--- src/rtl/lampfpu_log_postnorm_pkg.sv ---
// Shared constants and stage payload types for the bfloat16 log post-normalisation.
// Flag indices follow the FPU status register layout {NV,DZ,OF,UF,NX}.
package lampfpu_log_postnorm_pkg;

  localparam int LAMP_FLOAT_DW   = 16;
  localparam int LAMP_FLOAT_E_DW = 8;
  localparam int LAMP_FLOAT_F_DW = 7;

  localparam logic [15:0] LAMP_FLOAT_QNAN    = 16'h7FC0;
  localparam logic [15:0] LAMP_FLOAT_PINF    = 16'h7F80;
  localparam logic [15:0] LAMP_FLOAT_NINF    = 16'hFF80;
  localparam logic [7:0]  LAMP_FLOAT_EXP_MAX = 8'hFF;

  localparam int FLAG_NV = 4;
  localparam int FLAG_DZ = 3;
  localparam int FLAG_OF = 2;
  localparam int FLAG_UF = 1;
  localparam int FLAG_NX = 0;

  typedef struct packed {
    logic        sign;
    logic [7:0]  exp;
    logic [6:0]  frac;
    logic        inc;
    logic        ovf;
    logic        unf;
    logic        special;
    logic [15:0] specialVal;
    logic [4:0]  flags;
  } s1_t;

endpackage

--- src/rtl/lampfpu_log_postnorm_rndneareven.sv ---
// Applies a round-to-nearest-even increment to a bfloat16 mantissa.
// A mantissa carry clears the fraction and bumps the 9-bit exponent.
module lampfpu_log_postnorm_rndneareven
  import lampfpu_log_postnorm_pkg::*;
(
  input  logic [LAMP_FLOAT_F_DW-1:0] i_frac,
  input  logic [LAMP_FLOAT_E_DW-1:0] i_exp,
  input  logic                       i_inc,
  output logic [LAMP_FLOAT_F_DW-1:0] o_frac,
  output logic [LAMP_FLOAT_E_DW:0]   o_exp
);

  logic [LAMP_FLOAT_F_DW:0] w_sum;

  always_comb begin
    w_sum  = {1'b0, i_frac} + {{LAMP_FLOAT_F_DW{1'b0}}, i_inc};
    o_frac = w_sum[LAMP_FLOAT_F_DW] ? '0 : w_sum[LAMP_FLOAT_F_DW-1:0];
    o_exp  = {1'b0, i_exp}
           + {{LAMP_FLOAT_E_DW{1'b0}}, w_sum[LAMP_FLOAT_F_DW]};
  end

endmodule

--- src/rtl/lampfpu_log_postnorm.sv ---
// Log post-normalisation: special-case resolution, RNE rounding, range checks,
// two-stage valid/ready pipeline and sticky exception flags.
module lampfpu_log_postnorm
  import lampfpu_log_postnorm_pkg::*;
#(
  parameter int DW         = 16,
  parameter int FRAC_IN_DW = 10
) (
  input  logic                  clk,
  input  logic                  rst,
  input  logic                  valid_i,
  output logic                  ready_o,
  input  logic                  s_i,
  input  logic [7:0]            e_i,
  input  logic [FRAC_IN_DW-1:0] f_i,
  input  logic                  isOverflow_i,
  input  logic                  isUnderflow_i,
  input  logic                  s_op_i,
  input  logic                  isZ_op_i,
  input  logic                  isInf_op_i,
  input  logic                  isSNAN_op_i,
  input  logic                  isQNAN_op_i,
  output logic                  valid_o,
  input  logic                  ready_i,
  output logic [DW-1:0]         res_o,
  output logic [4:0]            flags_o,
  input  logic                  clr_flags_i
);

  logic          r_v1;
  logic          r_v2;
  s1_t           r_s1;
  logic [DW-1:0] r_res;
  logic [4:0]    r_flg2;
  logic [4:0]    r_flags;

  logic          w_adv1;
  logic          w_adv2;
  s1_t           w_s1;
  logic [6:0]    w_frac;
  logic [8:0]    w_exp;
  logic [DW-1:0] w_res;
  logic [4:0]    w_flg;

  assign w_adv2  = ~r_v2 | ready_i;
  assign w_adv1  = ~r_v1 | w_adv2;
  assign ready_o = w_adv1;
  assign valid_o = r_v2;
  assign res_o   = r_res;
  assign flags_o = r_flags;

  always_comb begin
    w_s1 = '0;
    w_s1.sign = s_i;
    w_s1.exp  = e_i;
    w_s1.frac = f_i[9:3];
    w_s1.inc  = f_i[2] & (f_i[1] | f_i[0] | f_i[3]);
    w_s1.ovf  = isOverflow_i;
    w_s1.unf  = isUnderflow_i;
    w_s1.flags[FLAG_NX] = |f_i[2:0];
    priority case (1'b1)
      isSNAN_op_i | isQNAN_op_i: begin
        w_s1.special    = 1'b1;
        w_s1.specialVal = LAMP_FLOAT_QNAN;
        w_s1.flags      = '0;
        w_s1.flags[FLAG_NV] = isSNAN_op_i;
      end
      s_op_i & ~isZ_op_i: begin
        w_s1.special    = 1'b1;
        w_s1.specialVal = LAMP_FLOAT_QNAN;
        w_s1.flags      = '0;
        w_s1.flags[FLAG_NV] = 1'b1;
      end
      isZ_op_i: begin
        w_s1.special    = 1'b1;
        w_s1.specialVal = LAMP_FLOAT_NINF;
        w_s1.flags      = '0;
        w_s1.flags[FLAG_DZ] = 1'b1;
      end
      isInf_op_i: begin
        w_s1.special    = 1'b1;
        w_s1.specialVal = LAMP_FLOAT_PINF;
        w_s1.flags      = '0;
      end
      default: ;
    endcase
  end

  lampfpu_log_postnorm_rndneareven u_rnd (
    .i_frac (r_s1.frac),
    .i_exp  (r_s1.exp),
    .i_inc  (r_s1.inc),
    .o_frac (w_frac),
    .o_exp  (w_exp)
  );

  // A carry out of 0xFE lands on 0xFF or beyond: both saturate to infinity
  always_comb begin
    w_res = {r_s1.sign, w_exp[7:0], w_frac};
    w_flg = '0;
    w_flg[FLAG_NX] = r_s1.flags[FLAG_NX];
    if (r_s1.special) begin
      w_res = r_s1.specialVal;
      w_flg = r_s1.flags;
    end else if (r_s1.ovf || (w_exp >= {1'b0, LAMP_FLOAT_EXP_MAX})) begin
      w_res = {r_s1.sign, LAMP_FLOAT_EXP_MAX, 7'd0};
      w_flg[FLAG_OF] = 1'b1;
      w_flg[FLAG_NX] = 1'b1;
    end else if (r_s1.unf || (r_s1.exp == 8'd0)) begin
      w_res = {r_s1.sign, 15'd0};
      w_flg[FLAG_UF] = 1'b1;
    end
  end

  always_ff @(posedge clk or negedge rst) begin
    if (!rst) begin
      r_v1    <= 1'b0;
      r_v2    <= 1'b0;
      r_s1    <= '0;
      r_res   <= '0;
      r_flg2  <= '0;
      r_flags <= '0;
    end else begin
      if (w_adv1) begin
        r_v1 <= valid_i;
        if (valid_i) r_s1 <= w_s1;
      end
      if (w_adv2) begin
        r_v2 <= r_v1;
        if (r_v1) begin
          r_res  <= w_res;
          r_flg2 <= w_flg;
        end
      end
      if (clr_flags_i) r_flags <= '0;
      else if (r_v2 & ready_i) r_flags <= r_flags | r_flg2;
    end
  end

endmodule
--- config.mk ---
export PLATFORM = sky130hd
export DESIGN_NAME = lampfpu_log_postnorm
export DESIGN_NICKNAME = d
export VERILOG_FILES = /design/src/rtl/lampfpu_log_postnorm_pkg.sv /design/src/rtl/lampfpu_log_postnorm_rndneareven.sv /design/src/rtl/lampfpu_log_postnorm.sv
export SDC_FILE = /design/constraint.sdc
export NUM_CORES = 1
export LEC_CHECK = 0
export ABC_AREA = 1
export ABC_CLOCK_PERIOD_IN_PS = 2800
export CAP_MARGIN = 20
export CELL_PAD_IN_SITES_DETAIL_PLACEMENT = 1
export CELL_PAD_IN_SITES_GLOBAL_PLACEMENT = 2
export CORE_ASPECT_RATIO = 1.25
export CORE_MARGIN = 1.5
export CORE_UTILIZATION = 29
export CTS_CLUSTER_DIAMETER = 50
export DETAILED_ROUTE_END_ITERATION = 8
export HOLD_SLACK_MARGIN = 0.1
export PLACE_DENSITY = 0.81
export SLEW_MARGIN = 15
export SYNTH_ARGS = -nofsm -noshare
export SYNTH_HDL_FRONTEND = slang
export SYNTH_SLANG_ARGS = --single-unit
--- constraint.sdc ---
create_clock -name clk -period 2.8 [get_ports clk]
set_clock_uncertainty 0.1 [all_clocks]
set_input_delay 0.42 -clock clk [delete_from_list [all_inputs] [get_ports clk]]
set_output_delay 0.42 -clock clk [all_outputs]
set_load 0.02 [all_outputs]
==> impl_metrics.ini <==
[run_status]
outcome = finished clean

[pwr]
p_comb_share_pct = 22.2
pwr_density_cell_mw_per_mm2 = 524.3
p_sw_mw = 0.5527
peakVddDrop_v = 0.0001886
p_leak_nw = 1.456
switching_share_pct = 32.21
p_int_mw = 1.163
pwr-share-seq_pct = 51.6
p_clk_share_pct = 26.2

[placement]
dp_hpwl_mm = 4.625
portBuffers = 53
dp.cells = 454
finalWeightedCongestion = 0.7976

[floorplan]
row_count = 37
design.die.area_mm2 = 0.009270
start_util_pct = 30.27
die_w_um = 86.42
fp.coreArea_mm2 = 0.008333
io_pins = 54
fp.dieH_um = 107.3

[timing]
finalHoldViolations = 0
tightest_slew_ns = 0.6942
whs_ns = 0.3948
final-setup-viol-count = 0
slew_headroom_pct = 53.72
max_freq_mhz = 399.3
tns_ns = 0
fin_crit_sh_pct = 89.44
post-route-min-period_ns = 2.504
drv_slew = 0

[logic_synthesis]
yosys_register_bits = 52
yosys_most_used_dff = dfrtp_1
synth.distinct_cells = 29
synth_cells = 307
synth_area_leaders = dfrtp_1, nand2_1, inv_1
synth_area_mm2 = 0.002522
synth_edf_count = 0
synth.top_cell.area_share_pct = 51.59
async_reset_ff_share_pct = 100.0
synth_area_leader_cell = dfrtp_1
ys_warn_count = 0
synth.avg_cell_area_um2 = 8.216
synthesis.nets = 342
yosysSeqAreaShare_pct = 51.59

[setup_path]
critPathMaxStageDelay_ns = 0.37
cp_num_buf_inv = 1
required_ns = 2.94
worst_ep_arrival_time_ns = 2.64
critPathCaptureType = register
crit_type = reg -> reg
path_cells = ha_1 -> nand2_1 -> nor2_2 -> nand2_1 -> inv_1 -> ha_1 -> ha_1 -> nand3_1 -> o21ai_1 -> nand2_1 -> nor2_2 -> nand3_2 -> nand2_4 -> nor2_1 -> nor2_1
crit_family = simple AND/OR/NAND/NOR gates
crit_fanout = 13
critPathSlowestCell = dfrtp_1
cp-start-kind = register

[finish]
layout-drive-gt1-share_pct = 9.563
regArea_mm2 = 0.001301
final_nets = 400
fill_cells = 1024
stdcell_count = 463
syn2layout_area_growth_pct = 29.76
multi_input_area_mm2 = 0.001051
n_antenna_cell = 0

[global_route]
grt_max_degree = 33
overflow = 0
grt_pass1_wl_mm = 10.57
grt_usage_pct = 14.26
grt_pass1_vias = 2295
antenna_found_initial = 0

[drt]
route.vias.total = 2122
drtIter0Drc = 26
viasPerCell = 4.583
drt_first_pass_iters = 4
ant_nets = 0
finalWirelength_mm = 5.891
route.detailed.drc = 0
wl_per_cell_um = 12.72

[clock_tree]
root_buffer = clkbuf_8
cts_tree = yes
postCtsSetupRepairBufs = 0
path_clk_slew_ns = 0.11
cts_buffers = 5
clockBufferDepth = 2
htreeDepth = 2
clock-sinks = 52
clock_latency_ns = 0.31

[hold_path]
min_path_type = reg -> reg

[job]
cap_viol_max_count = 0
==> metal layers <==
layer | vias up | part of all wire [%] | track usage [%]
met5 | - | 0 | 0
met4 | 0 | 1.5 | 4.493
met3 | 5 | 3.1 | 2.147
met2 | 37 | 49 | 24.55
met1 | 990 | 47 | 18.26
li1 | 1090 | - | -
==> layout make-up <==
class | instances | area share [%]
Clock buffer | 5 | 2.102
Clock inverter | 3 | 0.8028
Inverter | 35 | 4.014
Multi-Input combinational cell | 212 | 32.11
Sequential cell | 52 | 39.76
Tap cell | 97 | 3.708
Timing Repair Buffer | 59 | 17.51
==> power groups by stage <==
stage	clock network [mW]	registers [mW]	logic (mW)
final	0.450	0.886	0.381
after global routing	0.493	0.897	0.440
after CTS	0.473	0.887	0.390
after detailed placement	0	0.902	0.385
after global placement	0	0.900	0.379
after floorplan	0	0.909	0.207
==> repair_timing <==
action,4_1_cts,5_1_grt
resized for setup,0,4
hold buffers,1,0
setup endpoints to repair,0,14
endpoints found under the hold margin,27,0
==> synth_stat cells (3+ instances only) <==
cell and count:
nand3_1 14, nor3_1 3, o21ai_2 5, dfrtp_1 52
nor2_2 3, a21oi_1 7, inv_1 33, ha_1 4
nor2_1 24, nand4_1 3, o21bai_2 4, nand2_1 99
o21ai_0 23, clkbuf_1 6, nand2_2 4, o211ai_1 4
==> worst register-to-register path: cells and delay by family (launching register included) <==
family | cells | cell delay (ns)
flip-flops | 1 | 0.37
adder cells (fa/ha/maj) | 3 | 0.55
buffers and inverters | 1 | 0.07
AO/OA/AOI/OAI | 1 | 0.16
AND/OR/NAND/NOR | 10 | 1.18
==> per-stage QoR <==
step           cell area, um2  setup slack [ns]  utilization [%]  total power [mW]
2_1_floorplan            2522            0.5357                -             1.116
3_3_place_gp             3161            0.2503            37.93             1.279
3_5_place_dp             3161           0.09348            37.93             1.287
4_1_cts                  3266           0.07197            39.19             1.750
5_1_grt                  3273          -0.01763            39.28             1.830
6_report                 3273            0.2957            39.28             1.716
==> placed cells by master, fill, tap and decap left out, drive strengths merged <==
master         count
o211ai             4
ha                 4
buf                6
o21ai             29
a21oi              7
o21a               1
dfrtp             52
clkinv             4
clkdlybuf4s50     52
xor2               2
nand2            103
nand4              3
or2                2
nor2              28
nand3             15
xnor2              2
inv               34
clkbuf             5
dlygate4sd3        1
a31oi              2
nor3               3
o22ai              1
o31ai              2
o21bai             4
==> sequential cells by signal, summed over array words and instances (netlist names) <==
signal,flops
flags_o,5
r_flg2,5
r_s1,24
r_v1,1
res_o,16
valid_o,1
==> final timing paths <==
check                          start        end  slack [ns]  cells after the start
min in group asynchronous        rst   r_s1[32]        0.59                      2
hold / removal             r_flg2[3]  r_flg2[3]        0.39                      2
setup / recovery            r_s1[25]  res_o[13]        0.30                     15
hold reg to reg            r_flg2[3]  r_flg2[3]        0.39                      2
setup reg to reg            r_s1[25]  res_o[13]        0.30                     15
max in group asynchronous        rst   res_o[6]        1.35                      3
==> cells by family (layout without fill, tap and decap cells) <==
group,count (synthesis),in the layout,share of synthesized area [%]
buffers and inverters,43,102,7.044
adder cells (fa/ha/maj),4,4,1.984
XOR/XNOR,4,4,1.389
AO/OA/AOI/OAI,50,50,12.50
AND/OR/NAND/NOR,154,154,25.50
flip-flops,52,52,51.59
Note: power is estimated with default switching activity, not from simulation.
